--- src/rtl/adc_trans_top.sv ---
// Single-clock FIFO for sample words; registered read port that holds its last word.
// Latency: read data and its valid pulse appear one edge after the read is accepted.
// Backpressure: none; writes while full and reads while empty are dropped.
module adc_trans_fifo #(
    parameter int DW = 16,
    parameter int AW = 4
) (
    input  logic          clk,
    input  logic          rst,
    input  logic          wr_vld,
    input  logic [DW-1:0] wr_dat,
    input  logic          rd_vld,
    output logic [DW-1:0] rd_dat,
    output logic          rd_dat_vld,
    output logic [AW:0]   count,
    output logic          empty
);
    localparam int DEPTH = 1 << AW;

    logic [DW-1:0] mem [DEPTH];
    logic [AW-1:0] wr_ptr, rd_ptr;
    logic          full, do_wr, do_rd;

    assign full  = (count == (AW+1)'(DEPTH));
    assign empty = (count == '0);
    assign do_wr = wr_vld && !full;
    assign do_rd = rd_vld && !empty;

    // storage is left unreset so it maps onto plain RAM
    always_ff @(posedge clk) begin
        if (do_wr)
            mem[wr_ptr] <= wr_dat;
    end

    always_ff @(posedge clk or posedge rst) begin
        if (rst) begin
            wr_ptr     <= '0;
            rd_ptr     <= '0;
            count      <= '0;
            rd_dat     <= '0;
            rd_dat_vld <= 1'b0;
        end else begin
            rd_dat_vld <= do_rd;
            if (do_wr)
                wr_ptr <= wr_ptr + 1'b1;
            if (do_rd) begin
                rd_dat <= mem[rd_ptr];
                rd_ptr <= rd_ptr + 1'b1;
            end
            case ({do_wr, do_rd})
                2'b10:   count <= count + 1'b1;
                2'b01:   count <= count - 1'b1;
                default: count <= count;
            endcase
        end
    end
endmodule

// ADC sample transfer: captures a FIFO-full block of counter samples, then drains it at UART pace.
// Latency: one word per TX_DIV cycles; each word lands one edge after its read is issued.
// Backpressure: none; capture and transmit alternate so the FIFO never overflows.
module adc_trans_top #(
    parameter int              DATA_W      = 16,
    parameter int              FIFO_AW     = 4,
    parameter int              SAMPLE_DIV  = 4,
    parameter int              TX_DIV      = 8,
    parameter logic [DATA_W-1:0] SAMPLE_INIT = '0
) (
    input  logic              sys_clk,
    input  logic              sys_rst,
    output logic [DATA_W-1:0] data_tx_o,
    output logic              tx_valid_o,
    output logic              busy_tx_o
);
    localparam int DEPTH = 1 << FIFO_AW;
    localparam int DIV_W = (SAMPLE_DIV > 1) ? $clog2(SAMPLE_DIV) : 1;
    localparam int TX_W  = (TX_DIV > 1) ? $clog2(TX_DIV) : 1;
    localparam logic [DIV_W-1:0] DIV_LAST = DIV_W'(SAMPLE_DIV - 1);
    localparam logic [TX_W-1:0]  TX_LAST  = TX_W'(TX_DIV - 1);

    typedef enum logic [1:0] {IDLE, CAPTURE, TRANSMIT} state_t;

    state_t            state_q, state_d;
    logic [DIV_W-1:0]  div_cnt;
    logic [TX_W-1:0]   tx_cnt;
    logic [DATA_W-1:0] sample_val;
    logic              wr_en, rd_en, fifo_empty;
    logic [FIFO_AW:0]  fifo_count;

    always_ff @(posedge sys_clk or posedge sys_rst) begin
        if (sys_rst)
            state_q <= IDLE;
        else
            state_q <= state_d;
    end

    always_comb begin
        state_d = state_q;
        wr_en   = 1'b0;
        rd_en   = 1'b0;
        case (state_q)
            IDLE: state_d = CAPTURE;
            CAPTURE: begin
                if (div_cnt == DIV_LAST) begin
                    wr_en = 1'b1;
                    if (fifo_count == (FIFO_AW+1)'(DEPTH - 1))
                        state_d = TRANSMIT;
                end
            end
            TRANSMIT: begin
                if (tx_cnt == TX_LAST && !fifo_empty) begin
                    rd_en = 1'b1;
                    if (fifo_count == (FIFO_AW+1)'(1))
                        state_d = CAPTURE;
                end
            end
            default: state_d = IDLE;
        endcase
    end

    // pacing counters restart whenever their phase is entered
    always_ff @(posedge sys_clk or posedge sys_rst) begin
        if (sys_rst) begin
            div_cnt    <= '0;
            tx_cnt     <= '0;
            sample_val <= SAMPLE_INIT;
        end else begin
            if (state_q == CAPTURE && state_d == CAPTURE)
                div_cnt <= (div_cnt == DIV_LAST) ? '0 : div_cnt + 1'b1;
            else
                div_cnt <= '0;
            if (state_q == TRANSMIT && state_d == TRANSMIT)
                tx_cnt <= (tx_cnt == TX_LAST) ? '0 : tx_cnt + 1'b1;
            else
                tx_cnt <= '0;
            if (wr_en)
                sample_val <= sample_val + 1'b1;
        end
    end

    adc_trans_fifo #(
        .DW (DATA_W),
        .AW (FIFO_AW)
    ) u_fifo (
        .clk        (sys_clk),
        .rst        (sys_rst),
        .wr_vld     (wr_en),
        .wr_dat     (sample_val),
        .rd_vld     (rd_en),
        .rd_dat     (data_tx_o),
        .rd_dat_vld (tx_valid_o),
        .count      (fifo_count),
        .empty      (fifo_empty)
    );

    assign busy_tx_o = (state_q == TRANSMIT);
endmodule

--- config.mk ---
export PLATFORM = sky130hd
export DESIGN_NAME = adc_trans_top
export DESIGN_NICKNAME = d
export VERILOG_FILES = /design/src/rtl/adc_trans_top.sv
export SDC_FILE = /design/constraint.sdc
export NUM_CORES = 1
export LEC_CHECK = 0
export ABC_AREA = 1
export BUFFER_PORTS_ARGS = -buffer_cell sky130_fd_sc_hd__buf_4
export CAP_MARGIN = 40
export CORE_AREA = 3 3 169 171
export DETAILED_ROUTE_END_ITERATION = 16
export DIE_AREA = 0 0 172 174
export GPL_TIMING_DRIVEN = 0
export PLACE_DENSITY_LB_ADDON = 0.15
export SLEW_MARGIN = 20
export SYNTH_ARGS = -nofsm -noshare
export SYNTH_HDL_FRONTEND = slang
export SYNTH_SLANG_ARGS = --single-unit
--- constraint.sdc ---
create_clock -name sys_clk -period 2.1 [get_ports sys_clk]
set_input_delay 0.105 -clock sys_clk [delete_from_list [all_inputs] [get_ports sys_clk]]
set_output_delay 0.105 -clock sys_clk [all_outputs]
set_load 0.01 [all_outputs]
### After elaboration in Yosys (flattened, before gate mapping)

Memory sizes are Yosys's and may differ from the RTL's. A register that Yosys moved wholly into a read port is not among the register bits.
Index checks and enable logic that the tools add are counted.

* add/subtract/negate cells: 7
* $mul: 0
* div/mod/pow operators: 0
* order comparisons: 0
* eq/ne operators: 11
* shift operators: 0
* mux-type cells: 16
* bitwise operators: 0
* reduce and logical (&&, ||, !) cells: 10

Operator list (count)
* adder 16 x 1 -> 16 bit (second input constant): 1
* 2-to-1 mux 2 bit: 6
* one-hot mux 5 bit (2 select lines): 1
* adder 4 x 1 -> 4 bit (second input constant): 2
* == test 2 bit (second input constant): 4
* == test 2 x 1 -> 1 bit (second input constant): 3
* 2-to-1 mux 1 bit: 6
* 2-to-1 mux 3 bit: 2
* one-hot mux 2 bit (3 select lines): 1
* adder 5 x 1 -> 5 bit (second input constant): 1
* == test 5 x 1 -> 1 bit (second input constant): 1
* == test 5 x 4 -> 1 bit (second input constant): 1
* == test 5 bit (second input constant): 1
* logical AND 1 bit: 5
* logical NOT 5 bit: 1
* subtractor 5 x 1 -> 5 bit (second input constant): 1
* adder 3 x 1 -> 3 bit (second input constant): 1
* == test 3 bit (second input constant): 1
* adder 2 x 1 -> 2 bit (second input constant): 1
* logical NOT 1 bit: 2
* logical NOT 2 bit: 1
* nonzero test 2 bit: 1

* flip-flop bits (word level): 37
* bits in latches: 0
* RAM bits: 256
* bits in read-only memories: 0
* output and inout bits: 18
* word-level logic and storage cells: 53
* memories kept: 1

Memories
* u_fifo.mem: depth 16, width 16, read ports 1, clocked after memory_dff 1, wr ports 1, RTL line 20 `logic [DW-1:0] mem [DEPTH];`

### Depth between registers and ports, before layout

Gate-level depths: netlist (run 1).

* depth after elaboration: 8
* mapped depth: 13
* mapped depth without buffers: 12

### By module

From an unflattened synthesis (run 1), not the netlist that was laid out.

* cell total of the unflattened synthesis: 1380
* area total of the unflattened synthesis: 13780.7 sq um

Modules (own cells, without submodules)
* adc_trans_fifo: instances 1, cells each 1222, area each 12543.3 sq um, seq. area each 8438.1 sq um
* adc_trans_top: instances 1, cells each 158, area each 1237.4 sq um, seq. area each 575.6 sq um

### Worst setup path before layout (run 1)

Ideal clock, no wire load.

* kind: flip-flop to flip-flop
* start point: register div_cnt[0]
* end point: memory u_fifo.mem[11][0] (enable)
* data arrival time: 1.857 ns
* data required time: 1.712 ns
* path slack: -0.145 ns
* cell stages (with the launch flop): 8
* path buffers: 0
* path through: dfrtp_1 -> ha_1 -> nand3_4 -> inv_2 -> nand2_1 -> nor2_1 -> inv_1 -> nor2_1

* word-level cells in the longest chain between the ends: 6

RTL lines
* start, declared: RTL line 84 `logic [DIV_W-1:0] div_cnt;`
* start signal, assigned: RTL line 129 `div_cnt <= (div_cnt == DIV_LAST) ? '0 : div_cnt + 1'b1;`
* == test 2 bit: RTL line 104 `if (div_cnt == DIV_LAST) begin`
* 2-to-1 mux 1 bit: RTL line 104
* 2-to-1 mux 1 bit: RTL line 101 `case (state_q)`
* logical AND 1 bit: RTL line 26 `assign do_wr = wr_vld && !full;`
* 2-to-1 mux 1 bit: RTL line 31 `if (do_wr)`
* 2-to-1 mux 1 bit (implied by the code): RTL line 32 `mem[wr_ptr] <= wr_dat;`
* end, declared: RTL line 20

No other way between the ends.

### Final worst setup path (run 1)

* start point: register div_cnt[0]
* end point: memory u_fifo.mem[9][8] (enable)

The elaborated chain is that of the path after synthesis.

==> results of run 1 <==
-- timing repair --
item / in CTS / in global routing
hold buffers: 1 / 0
gates resized for setup: 27 / 18
hold endpoints to repair: 53 / 0
pin swaps: 14 / 1
setup endpoints to repair: 256 / 256
buffers inserted: 21 / 3
-- placed cells by master, fill, tap and decap left out, types with 15 or more instances in the layout --
master / n
buf_2: 39
clkbuf_16: 37
nand3_1: 203
inv_1: 219
nor2_1: 20
edfxtp_1: 256
xor2_1: 15
buf_8: 20
nand2_1: 434
dfrtp_1: 51
buf_4: 43
nor2_4: 17
-- metal layers --
layer  global-route usage  wire length (um)  up-vias
met2                0.389             16800      385
met3               0.0341              2780       86
met5                    0                 0        -
met1                0.335             14800     4426
met4               0.0981              1510        0
li1                     -                 -     4483
-- state kept, by name, indices dropped and copies added (netlist names) --
register and cells:
u_fifo.rd_dat 16, u_fifo.mem 256, u_fifo.count 5, u_fifo.wr_ptr 4, div_cnt 2, u_fifo.rd_dat_vld 1, state_q 2, sample_val 16
u_fifo.rd_ptr 4, tx_cnt 3
-- cell families (layout without fill, tap and decap cells) --
group                      after synthesis  count (layout)
adders and majority gates               15              15
AOI/OAI and AO/OA                       11              11
and+or+nand+nor                        692             692
DFF                                    309             309
xor gates and xnor gates                23              23
buffers and inverters                  281             414
-- synth_stat cells (all sizes together) --
library cell	number	area (um^2)
nand2	438	1640
xor2	15	131
nor3	5	30.0
clkbuf	5	18.8
xnor2	8	70.1
nand3	206	1060
edfxtp	256	7690
nand4	3	18.8
o22ai	2	12.5
inv	226	848
nor2	39	156
dfrtp	53	1330
buf	50	249
o21ai	7	35.0
a21oi	2	10.0
nor3b	1	7.51
ha	15	188
-- worst max-delay path by stage --
| stage | from | to | slack [ns] | depth (start not counted) |
|---|---|---|---|---|
| floorplan | div_cnt[0] | u_fifo.mem[11][0] | -0.15 | 7 |
| global placement | div_cnt[0] | u_fifo.mem[9][11] | -1.19 | 7 |
| detailed placement | div_cnt[0] | u_fifo.mem[10][5] | -0.47 | 8 |
| CTS | u_fifo.rd_ptr[2] | u_fifo.rd_dat[4] | 0.003 | 8 |
| global route | div_cnt[0] | u_fifo.mem[9][10] | -0.04 | 8 |
| finish | div_cnt[0] | u_fifo.mem[9][8] | 0.09 | 8 |
-- layout make-up --
type / count / area (um^2)
buffer: 55 / 288
timing repair buffer: 71 / 766
inverter: 226 / 853
multi-input combinational: 741 / 3520
clock inverter: 14 / 87.6
sequential: 309 / 9020
clock buffer: 48 / 987
fill: 2237 / 11100
tap: 341 / 427
-- worst max-delay path, cell delays in order (launching register included) --
cell	delay, ns
dfrtp_1	0.35
ha_2	0.22
nand3_4	0.13
inv_4	0.14
nand2_2	0.14
inv_2	0.15
nand2_2	0.18
nor2_4	0.19
buf_4	0.20
-- power by group through the flow --
stage / clock network, mW / registers [mW] / logic, mW
CTS: 5.82 / 6.56 / 0.0335
floorplan: 0 / 6.68 / 0.0149
detailed placement: 0 / 6.68 / 0.0319
finish: 5.76 / 6.56 / 0.0317
global placement: 0 / 6.68 / 0.0240
global route: 6.08 / 6.55 / 0.0359
==> impl_metrics.csv, run 1 <==
group,metric,value,unit
status,status,"completed",
critical_path,reg2regPathDepth,8,
cts,cts_tree,"yes",
routing,drt-total-wl,35800,um
sta,setup_ws,0.0874,ns
yosys,yosysSeqAreaShare,0.668,
finish,fin_nets,1456,
sta,setup_violations,0,
die,chipHeight,174,um
global_route,grt_overflow,0,
die,core_region_area,27000,um^2
routing,drt-wirelength-per-cell,19.9,um
yosys,synthAdderAreaFrac,0.0139,
power,finalPower,12.3,mW
routing,firstDrtPassIters,5,
routing,remaining_drc_errors,0,
yosys,yosys.area_share.simple,0.216,
sta,tns,0,ns
yosys,yosys.area_share.xor_xnor,0.0149,
placed_design,gp_congestion,0.940,
finish,design_area,15900,um^2
global_route,antenna_found_initial,0,
power,leakagePower,7.08,nW
power,combPwrFrac,0.003,
die,dieArea,29900,um^2
critical_path,crit_path_end_kind,"register",
sta,fmax,0.497,GHz
global_route,grt_pass1_wl,53500,um
cts,clkTransAtPathRegs,0.06,ns
power,p_per_area,774,nW/um^2
cts,cts_buffers,35,
yosys,synth_area,13500,um^2
yosys,ys_ff_latch,309,
flow_run,maxCapViolCount,0,
placed_design,dp_slack,-0.473,ns
sta,fin_skew,0.0175,ns
global_route,grt_max_degree,42,
power,vdd_drop_max,0.701,mV
cts,cts_sinks,309,
cts,cts.path.max_buffers,3,
critical_path,worstPathRequired,2.31,ns
sta,min_period_over_period,0.958,
die,num_rows,60,
routing,ant_nets,0,
placed_design,io_buffers,19,
power,internal_power,9.96,mW
sta,holdWs,0.0578,ns
yosys,muxShareOfSynthArea,0,
routing,drt_iter0_drc,1018,
critical_path,regToRegEndpoint,"u_fifo.mem[9][8]",
sta,worstMarginPinSlew,0.845,ns
cts,cts_root_buffer,"clkbuf_16",
sta,rsz0062_at_grt,"yes",
finish,fin_util,0.590,
power,power.share.switching,0.193,
placed_design,hpwl,24000,um
cts,clk_latency,0.52,ns
die,initial_utilization,0.499,
yosys,syn-num-nets,1348,
sta,maxSlewHeadroom,0.437,
finish,n_antenna_cell,0,
global_route,grt_pass1_vias,8988,
yosys,ys_warn_count,0,
finish,area_delta_synth_final,18.2,%
finish,drive_gt1_frac,0.137,
die,die_w,172,um
die,num_io_pins,20,
min_path,hp-class,"in2async",
yosys,synth_top_family_by_area,"simple AND/OR/NAND/NOR gates",
yosys,avgSynthCellArea,10.1,um^2
critical_path,start_kind,"register",
power,power.share.clock,0.466,
power,p_seq_frac,0.531,
yosys,ys_types,24,
critical_path,reg2reg_slack,0.09,ns
critical_path,cp.arrival,2.23,ns
critical_path,r2r_start,"div_cnt[0]",
routing,drt-vias-per-instance,5.20,
placed_design,dp_cells,1711,
sta,period_minus_slack,2.01,ns
cts,htreeDepth,2,
sta,hold_viol_final,0,
yosys,synth_compound_area_frac,0.00427,
global_route,track_usage,0.243,
sta,drv_slew,0,
routing,route.vias.total,9380,
placed_design,place_area,14400,um^2
finish,fin_cells,1805,
critical_path,cp_max_fo,8,
critical_path,crit_type,"reg2reg",
power,switching_power,2.38,mW
yosys,postSynthCellCount,1331,
Note: power is estimated with default switching activity, not from simulation.
==> run 2: changes to the inputs <==
--- a/config.mk
+++ b/config.mk
@@ -8,9 +8,9 @@
 export ABC_AREA = 1
 export BUFFER_PORTS_ARGS = -buffer_cell sky130_fd_sc_hd__buf_4
 export CAP_MARGIN = 40
-export CORE_AREA = 3 3 169 171
+export CORE_AREA = 10 10 176 178
 export DETAILED_ROUTE_END_ITERATION = 16
-export DIE_AREA = 0 0 172 174
+export DIE_AREA = 0 0 186 188
 export GPL_TIMING_DRIVEN = 0
 export PLACE_DENSITY_LB_ADDON = 0.15
 export SLEW_MARGIN = 20
==> impl_metrics.csv, run 2 (synthesis gave the netlist of run 1 again) <==
group,metric,value,unit
global_route,grt_pass1_vias,9266,
finish,multi_input_area,3520,um^2
cts,cts_tree,"yes",
sta,maxSlewHeadroom,0.487,
finish,fin_nets,1451,
status,status,"completed",
power,leakagePower,7.05,nW
global_route,grt_overflow,0,
critical_path,cp.arrival,2.21,ns
routing,drt-total-wl,36300,um
sta,fin_skew,0.0168,ns
finish,nFillCells,2299,
cts,cts_root_buffer,"clkbuf_16",
sta,setup_violations,0,
cts,htreeDepth,2,
placed_design,io_buffers,19,
finish,layout_commonest_cell,"nand2_1",
finish,layout_common_cells,"nand2_1 (434), edfxtp_1 (256), inv_1 (218), nand3_1 (203), dfrtp_1 (50)",
sta,worstMarginPinSlew,0.769,ns
critical_path,reg2reg_slack,0.09,ns
sta,fmax,0.498,GHz
finish,seqCellArea,9020,um^2
critical_path,crit_family,"simple AND/OR/NAND/NOR gates",
placed_design,dp_slack,-0.506,ns
power,finalPower,12.3,mW
routing,firstDrtPassIters,5,
routing,ant_nets,0,
critical_path,cp_max_fo,9,
placed_design,hpwl,24400,um
routing,drt-vias-per-instance,5.24,
critical_path,worstPathRequired,2.30,ns
die,num_rows,61,
global_route,track_usage,0.210,
power,vdd_drop_max,0.500,mV
critical_path,critPathSlowestCell,"dfrtp_1",
finish,largest_reg_flops,256,
min_path,hp-class,"in2async",
critical_path,regToRegEndpoint,"u_fifo.mem[13][14]",
sta,drv_slew,0,
sta,setup_ws,0.0901,ns
finish,largest-register,"u_fifo.mem",
critical_path,crit_path_end_kind,"register",
sta,hold_viol_final,0,
cts,clkTransAtPathRegs,0.06,ns
die,core_region_area,27500,um^2
global_route,grt_pass1_wl,55000,um
sta,min_period_over_period,0.957,
die,initial_utilization,0.491,
routing,drt-wirelength-per-cell,20.1,um
critical_path,crit_buf_inv,3,
critical_path,crit_type,"reg2reg",
critical_path,r2r_start,"div_cnt[0]",
die,die_w,186,um
routing,remaining_drc_errors,0,
critical_path,critPathLaunch,"div_cnt[0]",
global_route,grt_max_degree,54,
global_route,antenna_found_initial,0,
critical_path,start_kind,"register",
die,num_io_pins,20,
cts,cts.path.max_buffers,3,
cts,clk_latency,0.51,ns
placed_design,gp_congestion,0.876,
sta,period_minus_slack,2.01,ns
die,dieArea,35000,um^2
critical_path,critPathMaxStageDelay,0.35,ns
cts,cts_buffers,34,
cts,cts_sinks,309,
finish,area_delta_synth_final,17.9,%
critical_path,critical_path.most_common_cell,"nand2_2",
routing,drt_iter0_drc,946,
critical_path,path_cells,"ha_2 > nand3_4 > inv_4 > nand2_2 > inv_2 > nand2_2 > nor2_4 > buf_6",
routing,route.vias.total,9459,
finish,drive_gt1_frac,0.141,
flow_run,maxCapViolCount,0,
die,chipHeight,188,um
finish,n_antenna_cell,0,
finish,top_regs,"u_fifo.mem (256), sample_val (16), u_fifo.rd_dat (16)",
critical_path,reg2regPathDepth,8,
power,p_per_area,776,nW/um^2
==> run 2: cell types whose count changed in the layout (fill, tap and decap cells not counted), moves of 2 or more <==
cell       previous run  this run
buf_6                 6        11
clkbuf_16            37        35
clkbuf_1             13        11
buf_4                43        40
buf_8                20        10
buf_12                4         9
clkinv_1              8         1
clkinv_2              4        10
==> run 2: cell type report <==
type / instances / share of cell area
clock buffer: 44 / 0.0591
timing repair buffer: 67 / 0.0454
tap: 346 / 0.0272
sequential: 309 / 0.567
buffer: 55 / 0.0180
clock inverter: 16 / 0.00865
multi-input combinational: 741 / 0.221
inverter: 226 / 0.0536
==> run 2: repair_timing <==
item | in CTS | in global routing
cloned | 0 | 0
gates resized for setup | 27 | 14
setup buffers | 25 | 1
endpoints found under the setup margin | 256 | 61
hold endpoints to repair | 53 | 0
pin swaps | 15 | 4
hold buffers | 1 | 0
==> run 2: per-stage QoR <==
stage	hold WS, ns	TNS [ns]	instances	area [um^2]	utilization
detailed placement	0.275	-67.36	1716	14400	0.523
CTS	0.293	0	1802	15900	0.577
global placement	0.424	-238.82	1696	14100	0.512
floorplan	0.415	-29.52	1331	13500	-
finish	0.271	0	1804	15900	0.579
global route	0.352	-0.00307	1804	15900	0.579
==> run 2: worst max-delay path by stage <==
stage / cells after the start / endpoint
after CTS: 12 / u_fifo.count[3]
after detailed placement: 8 / u_fifo.mem[8][12]
after global routing: 13 / u_fifo.count[3]
after floorplan: 7 / u_fifo.mem[11][0]
final: 8 / u_fifo.mem[13][14]
after global placement: 7 / u_fifo.mem[11][1]
==> run 2: where the power goes <==
group	switching (mW)	internal, mW	leakage, nW
registers	0	6.55	2.63
clock network	2.36	3.41	0.534
logic	0.0218	0.00283	3.88
total	2.38	9.97	7.05
==> run 2: metal layers <==
layer,part of all wire,global-route usage
met1,0.41,0.277
met2,0.47,0.336
met4,0.039,0.0890
met5,0,0
met3,0.077,0.0331
==> run 2: worst reg2reg max path, cell delays in order, from the launching register on <==
cell	delay, ns
dfrtp_1	0.35
ha_2	0.22
nand3_4	0.14
inv_4	0.14
nand2_2	0.13
inv_2	0.15
nand2_2	0.16
nor2_4	0.22
buf_6	0.20
==> run 3: changes to the inputs <==
--- a/config.mk
+++ b/config.mk
@@ -8,9 +8,9 @@
 export ABC_AREA = 1
 export BUFFER_PORTS_ARGS = -buffer_cell sky130_fd_sc_hd__buf_4
 export CAP_MARGIN = 40
-export CORE_AREA = 10 10 176 178
+export CORE_AREA = 3 3 158 160
 export DETAILED_ROUTE_END_ITERATION = 16
-export DIE_AREA = 0 0 186 188
+export DIE_AREA = 0 0 161 163
 export GPL_TIMING_DRIVEN = 0
 export PLACE_DENSITY_LB_ADDON = 0.15
 export SLEW_MARGIN = 20
==> impl_metrics.csv, run 3 (synthesis gave the netlist of run 1 again) <==
group,metric,value,unit
sta,rsz0062_at_grt,"no",
critical_path,path_cells,"buf_2 > clkbuf_1 > nand3_1 > nand3_1 > nand2_1 > nand2_1 > nand2_1",
routing,drt-vias-per-instance,5.37,
global_route,grt_pass1_wl,53000,um
cts,cts_buffers,34,
die,num_io_pins,20,
die,core_region_area,23500,um^2
global_route,track_usage,0.273,
global_route,grt_overflow,0,
sta,setup_violations,0,
sta,hold_viol_final,0,
global_route,antenna_found_initial,1,
routing,drt-wirelength-per-cell,20.0,um
critical_path,critPathSlowestCell,"clkbuf_1",
die,die_w,161,um
critical_path,cp.arrival,2.40,ns
die,initial_utilization,0.573,
global_route,grt_pass1_vias,8984,
routing,route.vias.total,9528,
die,num_rows,56,
finish,n_antenna_cell,0,
routing,firstDrtPassIters,6,
finish,largest_reg_flops,256,
sta,maxSlewHeadroom,0.456,
finish,area_delta_synth_final,17.4,%
sta,fmax,0.498,GHz
sta,min_period_over_period,0.956,
critical_path,crit_buf_inv,2,
sta,drv_slew,0,
cts,cts.path.max_buffers,3,
sta,period_minus_slack,2.01,ns
cts,clk_latency,0.51,ns
critical_path,cp_max_fo,10,
critical_path,crit_path_end_kind,"register",
finish,top_regs,"u_fifo.mem (256), sample_val (16), u_fifo.rd_dat (16)",
sta,holdWs,0.294,ns
power,vdd_drop_max,0.642,mV
cts,clkTransAtPathRegs,0.06,ns
power,p_per_area,776,nW/um^2
sta,worstMarginPinSlew,0.817,ns
critical_path,critical_path.most_common_cell,"nand2_1",
routing,drt_iter0_drc,1084,
critical_path,start_kind,"register",
finish,fin_util,0.673,
die,dieArea,26200,um^2
routing,remaining_drc_errors,0,
placed_design,io_buffers,19,
cts,cts_root_buffer,"clkbuf_16",
flow_run,maxCapViolCount,0,
critical_path,crit_type,"reg2reg",
power,leakagePower,7.04,nW
status,status,"completed",
critical_path,crit_family,"buffers and inverters",
finish,largest-register,"u_fifo.mem",
finish,fin_nets,1447,
cts,cts_sinks,309,
global_route,grt_max_degree,54,
placed_design,gp_congestion,0.951,
finish,drive_gt1_frac,0.134,
min_path,hp-class,"in2async",
routing,drt-total-wl,35400,um
cts,htreeDepth,2,
die,chipHeight,163,um
placed_design,hpwl,22900,um
cts,cts_tree,"yes",
finish,layout_common_cells,"nand2_1 (434), edfxtp_1 (256), inv_1 (219), nand3_1 (203), dfrtp_1 (49)",
critical_path,worstPathRequired,2.49,ns
routing,ant_nets,0,
critical_path,critPathMaxStageDelay,0.60,ns
finish,layout_commonest_cell,"nand2_1",
sta,fin_skew,0.0119,ns
-- run 3: cell count changes in the layout (fill, tap and decap cells not counted), moves of 2 or more --
cell | before | now
clkinvlp_4 | 2 | 0
clkbuf_16 | 35 | 37
clkbuf_1 | 11 | 16
nand2_2 | 3 | 0
clkinv_2 | 10 | 7
nand2_4 | 1 | 4
buf_12 | 9 | 4
clkinv_1 | 1 | 4
inv_2 | 6 | 3
-- run 3: what timing repair did --
item / in CTS / in global routing
setup buffers: 18 / 4
hold endpoints to repair: 53 / 0
pin swaps: 13 / 6
hold buffers: 1 / 0
gates resized for setup: 30 / 20
setup endpoints to repair: 256 / 249
cloned: 0 / 0
-- run 3: stage by stage --
step           total power [mW]  area [um^2]  cells  setup TNS, ns  setup slack (ns)
3_3_place_gp               6.70        14000   1669        -241.72             -1.15
3_5_place_dp               6.71        14300   1687         -78.88            -0.520
5_1_grt                    12.6        15800   1775              0           0.00734
6_report                   12.3        15800   1775              0            0.0922
4_1_cts                    12.3        15700   1767              0            0.0282
2_1_floorplan              6.70        13500   1331         -29.52            -0.145
-- run 3: report_power, final --
| group | switching (mW) | internal (mW) |
|---|---|---|
| combinational | 0.0216 | 0.00284 |
| clock | 2.30 | 3.41 |
| sequential | 0 | 6.56 |
| total | 2.32 | 9.97 |
-- run 3: per-layer routing --
| metal | GRT usage | wire length, um | up-vias |
|---|---|---|---|
| met5 | 0 | 8 | - |
| met4 | 0.127 | 1620 | 2 |
| met3 | 0.0539 | 3130 | 100 |
| met1 | 0.367 | 14000 | 4523 |
| met2 | 0.434 | 16600 | 436 |
| li1 | - | - | 4467 |
-- run 3: worst min-delay path, delay by kind of cell --
family	cells	cell delay, ns
buffers and inverters	3	1.20
-- run 3: final cells by class --
type	count	area [um^2]
well taps	319	399
flip-flops and latches	309	9020
plain buffers	54	265
clock buffers	50	995
inverters	226	871
multi-input cells	741	3540
fillers	1806	7710
repair buffers	64	666
clock inverters	12	80.1
-- run 3: path summary, 6_finish.rpt --
kind,cells after the start,startpoint,slack (ns),endpoint
max in group asynchronous,3,sys_rst,1.31,sample_val[2]
worst max register to register,7,u_fifo.rd_ptr[2],0.09,u_fifo.rd_dat[13]
worst min-delay path,3,sys_rst,0.29,u_fifo.count[2]
worst min register to register,1,div_cnt[0],0.45,div_cnt[0]
min in group sys_clk,1,div_cnt[0],0.45,div_cnt[0]
worst max-delay path,7,u_fifo.rd_ptr[2],0.09,u_fifo.rd_dat[13]
